### src/rtl/clock_time_reg.sv
// clock_time_reg: BCD time-of-day register with run/set-hours/set-minutes modes.
// Define CLOCK_12HR_EN for 12-hour operation with o_pm; default build is 24-hour.
module clock_time_reg (
    input  logic       i_clk,
    input  logic       i_reset,
    input  logic       i_1hz_stb,
    input  logic       i_slow_set_stb,
    input  logic       i_fast_set_stb,
    input  logic       i_set_hours,
    input  logic       i_set_minutes,
    input  logic       i_fast_set,
    output logic [1:0] o_hours_tens,
    output logic [3:0] o_hours_ones,
    output logic [2:0] o_minutes_tens,
    output logic [3:0] o_minutes_ones,
    output logic [2:0] o_seconds_tens,
    output logic [3:0] o_seconds_ones,
    output logic       o_pm,
    output logic       o_time_stb
);
    typedef enum logic [1:0] {RUN, SET_HR, SET_MIN} state_t;

`ifdef CLOCK_12HR_EN
    localparam logic [1:0] HR_T_RST = 2'd1;
    localparam logic [3:0] HR_O_RST = 4'd2;
`else
    localparam logic [1:0] HR_T_RST = 2'd0;
    localparam logic [3:0] HR_O_RST = 4'd0;
`endif

    state_t     state_q, state_d;
    logic [1:0] hr_t_q, hr_t_d;
    logic [3:0] hr_o_q, hr_o_d;
    logic [2:0] mn_t_q, mn_t_d;
    logic [3:0] mn_o_q, mn_o_d;
    logic [2:0] sc_t_q, sc_t_d;
    logic [3:0] sc_o_q, sc_o_d;
    logic       pm_q, pm_d;
    logic       time_stb_q, time_stb_d;

    logic [1:0] hr_inc_t;
    logic [3:0] hr_inc_o;
    logic       hr_top, hr_toggle;
    logic [2:0] mn_inc_t, sc_inc_t;
    logic [3:0] mn_inc_o, sc_inc_o;
    logic       mn_carry, sc_carry;
    logic       set_stb, min_entry;

`ifdef CLOCK_12HR_EN
    assign hr_top    = hr_t_q == 2'd1 && hr_o_q == 4'd2;
    assign hr_toggle = hr_t_q == 2'd1 && hr_o_q == 4'd1;
    assign hr_inc_t  = hr_top ? 2'd0 : hr_o_q == 4'd9 ? hr_t_q + 2'd1 : hr_t_q;
    assign hr_inc_o  = hr_top ? 4'd1 : hr_o_q == 4'd9 ? 4'd0 : hr_o_q + 4'd1;
`else
    assign hr_top    = hr_t_q == 2'd2 && hr_o_q == 4'd3;
    assign hr_toggle = 1'b0;
    assign hr_inc_t  = hr_top ? 2'd0 : hr_o_q == 4'd9 ? hr_t_q + 2'd1 : hr_t_q;
    assign hr_inc_o  = hr_top ? 4'd0 : hr_o_q == 4'd9 ? 4'd0 : hr_o_q + 4'd1;
`endif

    assign mn_carry = mn_t_q == 3'd5 && mn_o_q == 4'd9;
    assign mn_inc_o = mn_o_q == 4'd9 ? 4'd0 : mn_o_q + 4'd1;
    assign mn_inc_t = mn_o_q != 4'd9 ? mn_t_q : mn_carry ? 3'd0 : mn_t_q + 3'd1;
    assign sc_carry = sc_t_q == 3'd5 && sc_o_q == 4'd9;
    assign sc_inc_o = sc_o_q == 4'd9 ? 4'd0 : sc_o_q + 4'd1;
    assign sc_inc_t = sc_o_q != 4'd9 ? sc_t_q : sc_carry ? 3'd0 : sc_t_q + 3'd1;

    always_comb begin
        state_d   = i_set_hours ? SET_HR : i_set_minutes ? SET_MIN : RUN;
        set_stb   = i_fast_set ? i_fast_set_stb : i_slow_set_stb;
        min_entry = state_d == SET_MIN && state_q != SET_MIN;
        hr_t_d    = hr_t_q;
        hr_o_d    = hr_o_q;
        mn_t_d    = mn_t_q;
        mn_o_d    = mn_o_q;
        sc_t_d    = sc_t_q;
        sc_o_d    = sc_o_q;
        pm_d      = pm_q;
        // Strobes act under the state registered at the start of the cycle.
        if (state_q == RUN && i_1hz_stb) begin
            sc_t_d = sc_inc_t;
            sc_o_d = sc_inc_o;
            if (sc_carry) begin
                mn_t_d = mn_inc_t;
                mn_o_d = mn_inc_o;
            end
            if (sc_carry && mn_carry) begin
                hr_t_d = hr_inc_t;
                hr_o_d = hr_inc_o;
                pm_d   = pm_q ^ hr_toggle;
            end
        end
        if (state_q == SET_HR && set_stb && !min_entry) begin
            hr_t_d = hr_inc_t;
            hr_o_d = hr_inc_o;
            pm_d   = pm_q ^ hr_toggle;
        end
        if (state_q == SET_MIN && set_stb) begin
            mn_t_d = mn_inc_t;
            mn_o_d = mn_inc_o;
        end
        if (min_entry) begin
            sc_t_d = 3'd0;
            sc_o_d = 4'd0;
        end
        time_stb_d = {hr_t_d, hr_o_d, mn_t_d, mn_o_d, sc_t_d, sc_o_d}
                  != {hr_t_q, hr_o_q, mn_t_q, mn_o_q, sc_t_q, sc_o_q};
    end

    always_ff @(posedge i_clk) begin
        if (i_reset) begin
            state_q    <= RUN;
            hr_t_q     <= HR_T_RST;
            hr_o_q     <= HR_O_RST;
            mn_t_q     <= 3'd0;
            mn_o_q     <= 4'd0;
            sc_t_q     <= 3'd0;
            sc_o_q     <= 4'd0;
            pm_q       <= 1'b0;
            time_stb_q <= 1'b0;
        end else begin
            state_q    <= state_d;
            hr_t_q     <= hr_t_d;
            hr_o_q     <= hr_o_d;
            mn_t_q     <= mn_t_d;
            mn_o_q     <= mn_o_d;
            sc_t_q     <= sc_t_d;
            sc_o_q     <= sc_o_d;
            pm_q       <= pm_d;
            time_stb_q <= time_stb_d;
        end
    end

    assign o_hours_tens   = hr_t_q;
    assign o_hours_ones   = hr_o_q;
    assign o_minutes_tens = mn_t_q;
    assign o_minutes_ones = mn_o_q;
    assign o_seconds_tens = sc_t_q;
    assign o_seconds_ones = sc_o_q;
    assign o_pm           = pm_q;
    assign o_time_stb     = time_stb_q;
endmodule

### config.mk
export PLATFORM = sky130hd
export DESIGN_NAME = clock_time_reg
export DESIGN_NICKNAME = d
export VERILOG_FILES = /design/src/rtl/clock_time_reg.sv
export SDC_FILE = /design/constraint.sdc
export NUM_CORES = 1
export LEC_CHECK = 0
export ABC_AREA = 1
export BUFFER_PORTS_ARGS = -buffer_cell sky130_fd_sc_hd__buf_4
export CAP_MARGIN = 20
export CORE_MARGIN = 4
export CORE_UTILIZATION = 60
export CTS_CLUSTER_DIAMETER = 80
export CTS_CLUSTER_SIZE = 10
export DETAILED_ROUTE_END_ITERATION = 10
export GPL_TIMING_DRIVEN = 0
export PLACE_DENSITY = 0.81
export SLEW_MARGIN = 20
export SYNTH_ARGS = -nofsm -noshare
export SYNTH_HDL_FRONTEND = slang
export SYNTH_SLANG_ARGS = --single-unit
export TNS_END_PERCENT = 1
### constraint.sdc
create_clock -name i_clk -period 2.4 [get_ports i_clk]
set_clock_uncertainty 0.05 [all_clocks]
set_input_delay 0.24 -clock i_clk [delete_from_list [all_inputs] [get_ports i_clk]]
set_output_delay 0.24 -clock i_clk [all_outputs]
set_load 0.01 [all_outputs]
; ---- Yosys cells after proc, flatten, opt, wreduce, memory -nomap -nowiden
; Cells that the tools add are included.
[op_classes]
n_addsub = 6
muxes = 29
reduce_logical = 11
n_eq_ne = 14
[ops]
columns = cell, count
row1 = $mux W4, 12
row2 = $mux W3, 9
row3 = $ne A20 B20 Y1, 1
row4 = $mux W2, 7
row5 = $add A4 B1 Y4 const B, 3
row6 = $eq A4 B4 Y1 const B, 3
row7 = $logic_and A1 B1 Y1, 9
row8 = $ne A4 B4 Y1 const B, 2
row9 = $add A3 B1 Y3 const B, 2
row10 = $eq A2 B2 Y1 const B, 3
row11 = $eq A3 B3 Y1 const B, 2
row12 = $eq A4 B2 Y1 const B, 1
row13 = $add A2 B1 Y2 const B, 1
row14 = $eq A2 B1 Y1 const B, 1
row15 = $logic_not A2 Y1, 1
row16 = $ne A2 B2 Y1 const B, 1
row17 = $logic_not A1 Y1, 1
row18 = $mux W1, 1
[totals]
inputBits = 8
register_bits = 23
word_cells = 68
output_inout_bits = 22

; ---- Logic depth before layout (Yosys ltp)
[logic_depth]
depth_word = 8
ltp_mapped = 15
depth_no_buf = 15

; ---- Worst setup path before layout
; Ideal clock, no wire load.
[synth_path]
path_kind = reg2reg
startpoint = reg sc_t_q[1] (netlist: o_seconds_tens[1])
endpoint = reg time_stb_q (netlist: o_time_stb)
stages_incl_launch_ff = 16
setup_slack_ps = 696
arrival_ps = 1527
required_ps = 2222
period_less_slack_ps = 1704
path_buffers = 1
path_cell_list = dfxtp_1 inv_1 ha_1 nand2_1 inv_1 nand3_2 nand2_2 buf_6 nand2_4 nand2_2 nor2_2 nand2_1 nor2_1 nand2_1 nor2_1 nor2_1
[synth_via]
elab_chain_len = 7
word_cells_on_any_way = 21
[synth_lines]
columns = element, line
row1 = start: declaration, 36  ; logic [2:0] sc_t_q, sc_t_d;
row2 = start signal: assignment, 127  ; sc_t_q <= sc_t_d;
row3 = "parallel branches: the longest is 6 deep, another holds $add A3 B1 Y3", n/a
row4 = $ne A20 B20 Y1 *, 107  ; != {hr_t_q, hr_o_q, mn_t_q, mn_o_q, sc_t_q, sc_o_q};
row5 = end signal: assignment, 130  ; time_stb_q <= time_stb_d;
row6 = end: declaration, 39  ; logic time_stb_q, time_stb_d;
; Every way passes the cells marked *.
; A chain may end at the register's enable or synchronous reset.

; ---- Worst setup path in the final report
[layout_path]
startpoint = reg sc_t_q[0] (netlist: o_seconds_tens[0])
endpoint = reg time_stb_q (netlist: o_time_stb)
; Same word-level chain as after synthesis.

==> metrics.yaml <==
worst_setup_path:
  cp_top_family: "simple AND/OR/NAND/NOR gates"
  critical_path.most_common_cell: "nor2_1"
  cp_slowest_cell: "dfxtp_1"
  arrival_ns: 2.03
  critPathRequiredTime_ns: 2.53
  start_kind: "register"
  crit_chain: "ha_1 -> nand2_1 -> inv_1 -> nand3_2 -> nand2_2 -> buf_6 -> nand2_2 -> nand3_1 -> nand2_1 -> nor2_1 -> nand3_1 -> nor2_1 -> nor2_1"
  worstPathBufferInverterCount: 2
  critPathMaxStageDelay_ns: 0.48
  critPathCaptureType: "register"
  crit_fanout: 10
  critical_path_class: "register to register"
floorplanning:
  die_w_microns: 60.4
  placeableCoreArea_sq_mm: 0.00254
  die_area_sq_mm: 0.00365
  core.rowCount: 18
  io-pin-count: 30
  die_h_microns: 60.4
  initial_core_util_pct: 64.7
yosys:
  synth_cell_type_count: 33
  synthArstFlopShare_pct: 0
  synthCells: 240
  yosys.area.top_type: "dfxtp_1"
  seq_area_frac_synth_pct: 28.0
  synthDominantCellAreaShare_pct: 28.0
  synth.area.top_cells: "dfxtp_1 28%, nand2_1 12%, inv_1 7.1%"
  syn_nets: 257
  syn_avg_cell_area_sq_um: 6.86
  synth_edf_count: 0
  ys_warn_count: 0
  ys_seq_elements: 23
  synth_ff_type: "dfxtp_1"
  syn_area_sq_mm: 0.00165
  synth_common_cells: "52 x nand2_1, 31 x inv_1, 24 x nor2_1, 23 x dfxtp_1, 22 x nand3_1"
  yosysMostFrequentCell: "nand2_1"
final_layout:
  layout-drive-gt1-share_pct: 24.6
  multiInputGateArea_sq_mm: 0.00101
  syn2layout_area_growth_pct: 16.6
  n_antenna_cell: 0
  final-seq-area_sq_um: 460
  fillers: 229
  num-nets-final: 290
timing:
  period_share_pct: 79.2
  worst_pin_slew_ns: 0.546
  max_slew_margin_pct: 63.6
  final_hold_viol_count: 0
  hold_ws_ns: 0.0768
  rsz0062_at_grt: "no"
  drv_slew: 0
  period_minus_slack_ns: 1.90
  setup_viol: 0
  fmax_mhz: 526
  final.setup.tns_ns: 0
routing:
  drt_iter0_drc: 101
  drc: 0
  drtAntennaViolNets: 0
  wire_per_inst_microns: 12.3
  via_count: 1590
  finalWirelength_microns: 3710
  vias_per_cell: 5.26
  first_pass_iters: 4
flow_run:
  cap_violations: 0
placed_design:
  dp_hpwl_microns: 2900
  portBuffers: 28
  gp_congestion: 0.866
clocking:
  postCtsHoldBufs: 0
  cts_root_buffer: "clkbuf_4"
  cts_tree: "built"
  cts.clk_slew.worst_paths_ns: 0.14
  htree_levels: 1
  clock_path_buffers: 2
  clkLatencyLatePin_ns: 0.31
  tritoncts.num_buffers: 3
  cts.sinks: 23
  post-cts-setup-buffers: 0
  post_cts_resized: 0
global_route:
  grt.total_usage_pct: 22.4
  grt_max_degree: 13
  overflow: 0
  grt_pass1_vias: 1463
  antenna_found_initial: 0
  grt_pass1_wl_microns: 6290
pwr:
  p_leak_nw: 1.04
  ir_drop_mv: 0.324
  p_per_area_mw_per_mm2: 350
outcome:
  outcome: "completed"
hold_path:
  hp-class: "input port to register"
-- worst reg2reg max path, stage by stage (launching register included) --
cell and delay, ns:
dfxtp_1 0.48, ha_1 0.20, nand2_1 0.07, inv_1 0.13
nand3_2 0.11, nand2_2 0.09, buf_6 0.15, nand2_2 0.06
nand3_1 0.06, nand2_1 0.05, nor2_1 0.12, nand3_1 0.09
nor2_1 0.09, nor2_1 0.04
-- placed cells by master, fill, tap and decap left out, types with 2 or more instances in the layout --
| cell | instances |
|---|---|
| a211oi_1 | 2 |
| a21oi_1 | 11 |
| buf_4 | 29 |
| buf_6 | 2 |
| clkbuf_1 | 2 |
| clkbuf_4 | 3 |
| dfxtp_1 | 23 |
| ha_1 | 9 |
| inv_1 | 31 |
| inv_2 | 6 |
| nand2_1 | 52 |
| nand2_2 | 7 |
| nand3_1 | 22 |
| nand3_2 | 6 |
| nand3b_1 | 3 |
| nand3b_4 | 2 |
| nand4_1 | 6 |
| nor2_1 | 24 |
| nor2_2 | 3 |
| nor2_4 | 4 |
| nor3_1 | 2 |
| o21ai_0 | 8 |
| xnor2_1 | 2 |
| xor2_1 | 3 |
-- registers in the layout, summed over array words and instances (netlist names) --
register,cells
o_hours_ones,4
o_hours_tens,2
o_minutes_ones,4
o_minutes_tens,3
o_seconds_ones,4
o_seconds_tens,3
o_time_stb,1
state_q,2
-- logic make-up (layout without fill, tap and decap cells) --
| group | after synthesis | after routing | synth area share [%] |
|---|---|---|---|
| and+or+nand+nor | 135 | 135 | 42.8 |
| buffers and inverters | 42 | 74 | 10.8 |
| AOI/OAI and AO/OA | 25 | 25 | 8.74 |
| DFF | 23 | 23 | 28.0 |
| adders and majority gates | 9 | 9 | 6.84 |
| xor gates and xnor gates | 5 | 5 | 2.66 |
| other | 1 | 1 | 0.228 |
-- path summary, 6_finish.rpt --
check / from / endpoint / slack [ns] / depth (start not counted)
hold / removal: i_reset / o_seconds_ones[3] / 0.08 / 2
hold reg to reg: o_minutes_tens[2] / o_minutes_tens[2] / 0.48 / 2
setup / recovery: o_seconds_tens[0] / o_time_stb / 0.50 / 13
setup reg to reg: o_seconds_tens[0] / o_time_stb / 0.50 / 13
-- per-layer routing --
| layer | global-route usage (%) | vias to the layer above | share of wire [%] |
|---|---|---|---|
| li1 | - | 832 | - |
| met2 | 38.4 | 34 | 47 |
| met4 | 7.59 | 0 | 1.4 |
| met1 | 29.3 | 719 | 46 |
| met3 | 1.91 | 5 | 5.4 |
| met5 | 0 | - | 0 |
-- layout make-up --
type                    instances  area share [%]
plain buffers                   5            2.02
multi-input cells             175            52.5
well taps                      30            1.95
repair buffers                 28            10.9
inverters                      37            7.23
clock buffers                   4            1.37
flip-flops and latches         23            24.0
-- where the power goes --
part	switching (mW)	internal, mW	total (mW)	leakage [nW]
Clock	0.120	0.0648	0.185	0.0150
Combinational	0.0543	0.0360	0.0903	0.838
Sequential	0.00858	0.389	0.397	0.186
-- stage by stage --
step / utilization, % / worst slack, ns / area, sq um / instances / total power, mW
after global placement: 74.4 / 0.576 / 1890 / 298 / 0.493
after floorplan: - / 0.696 / 1650 / 240 / 0.462
after detailed placement: 74.4 / 0.518 / 1890 / 298 / 0.496
after CTS: 75.5 / 0.498 / 1920 / 302 / 0.675
after global routing: 75.5 / 0.293 / 1920 / 302 / 0.711
final: 75.5 / 0.500 / 1920 / 302 / 0.672
Note: power is estimated with default switching activity, not from simulation.
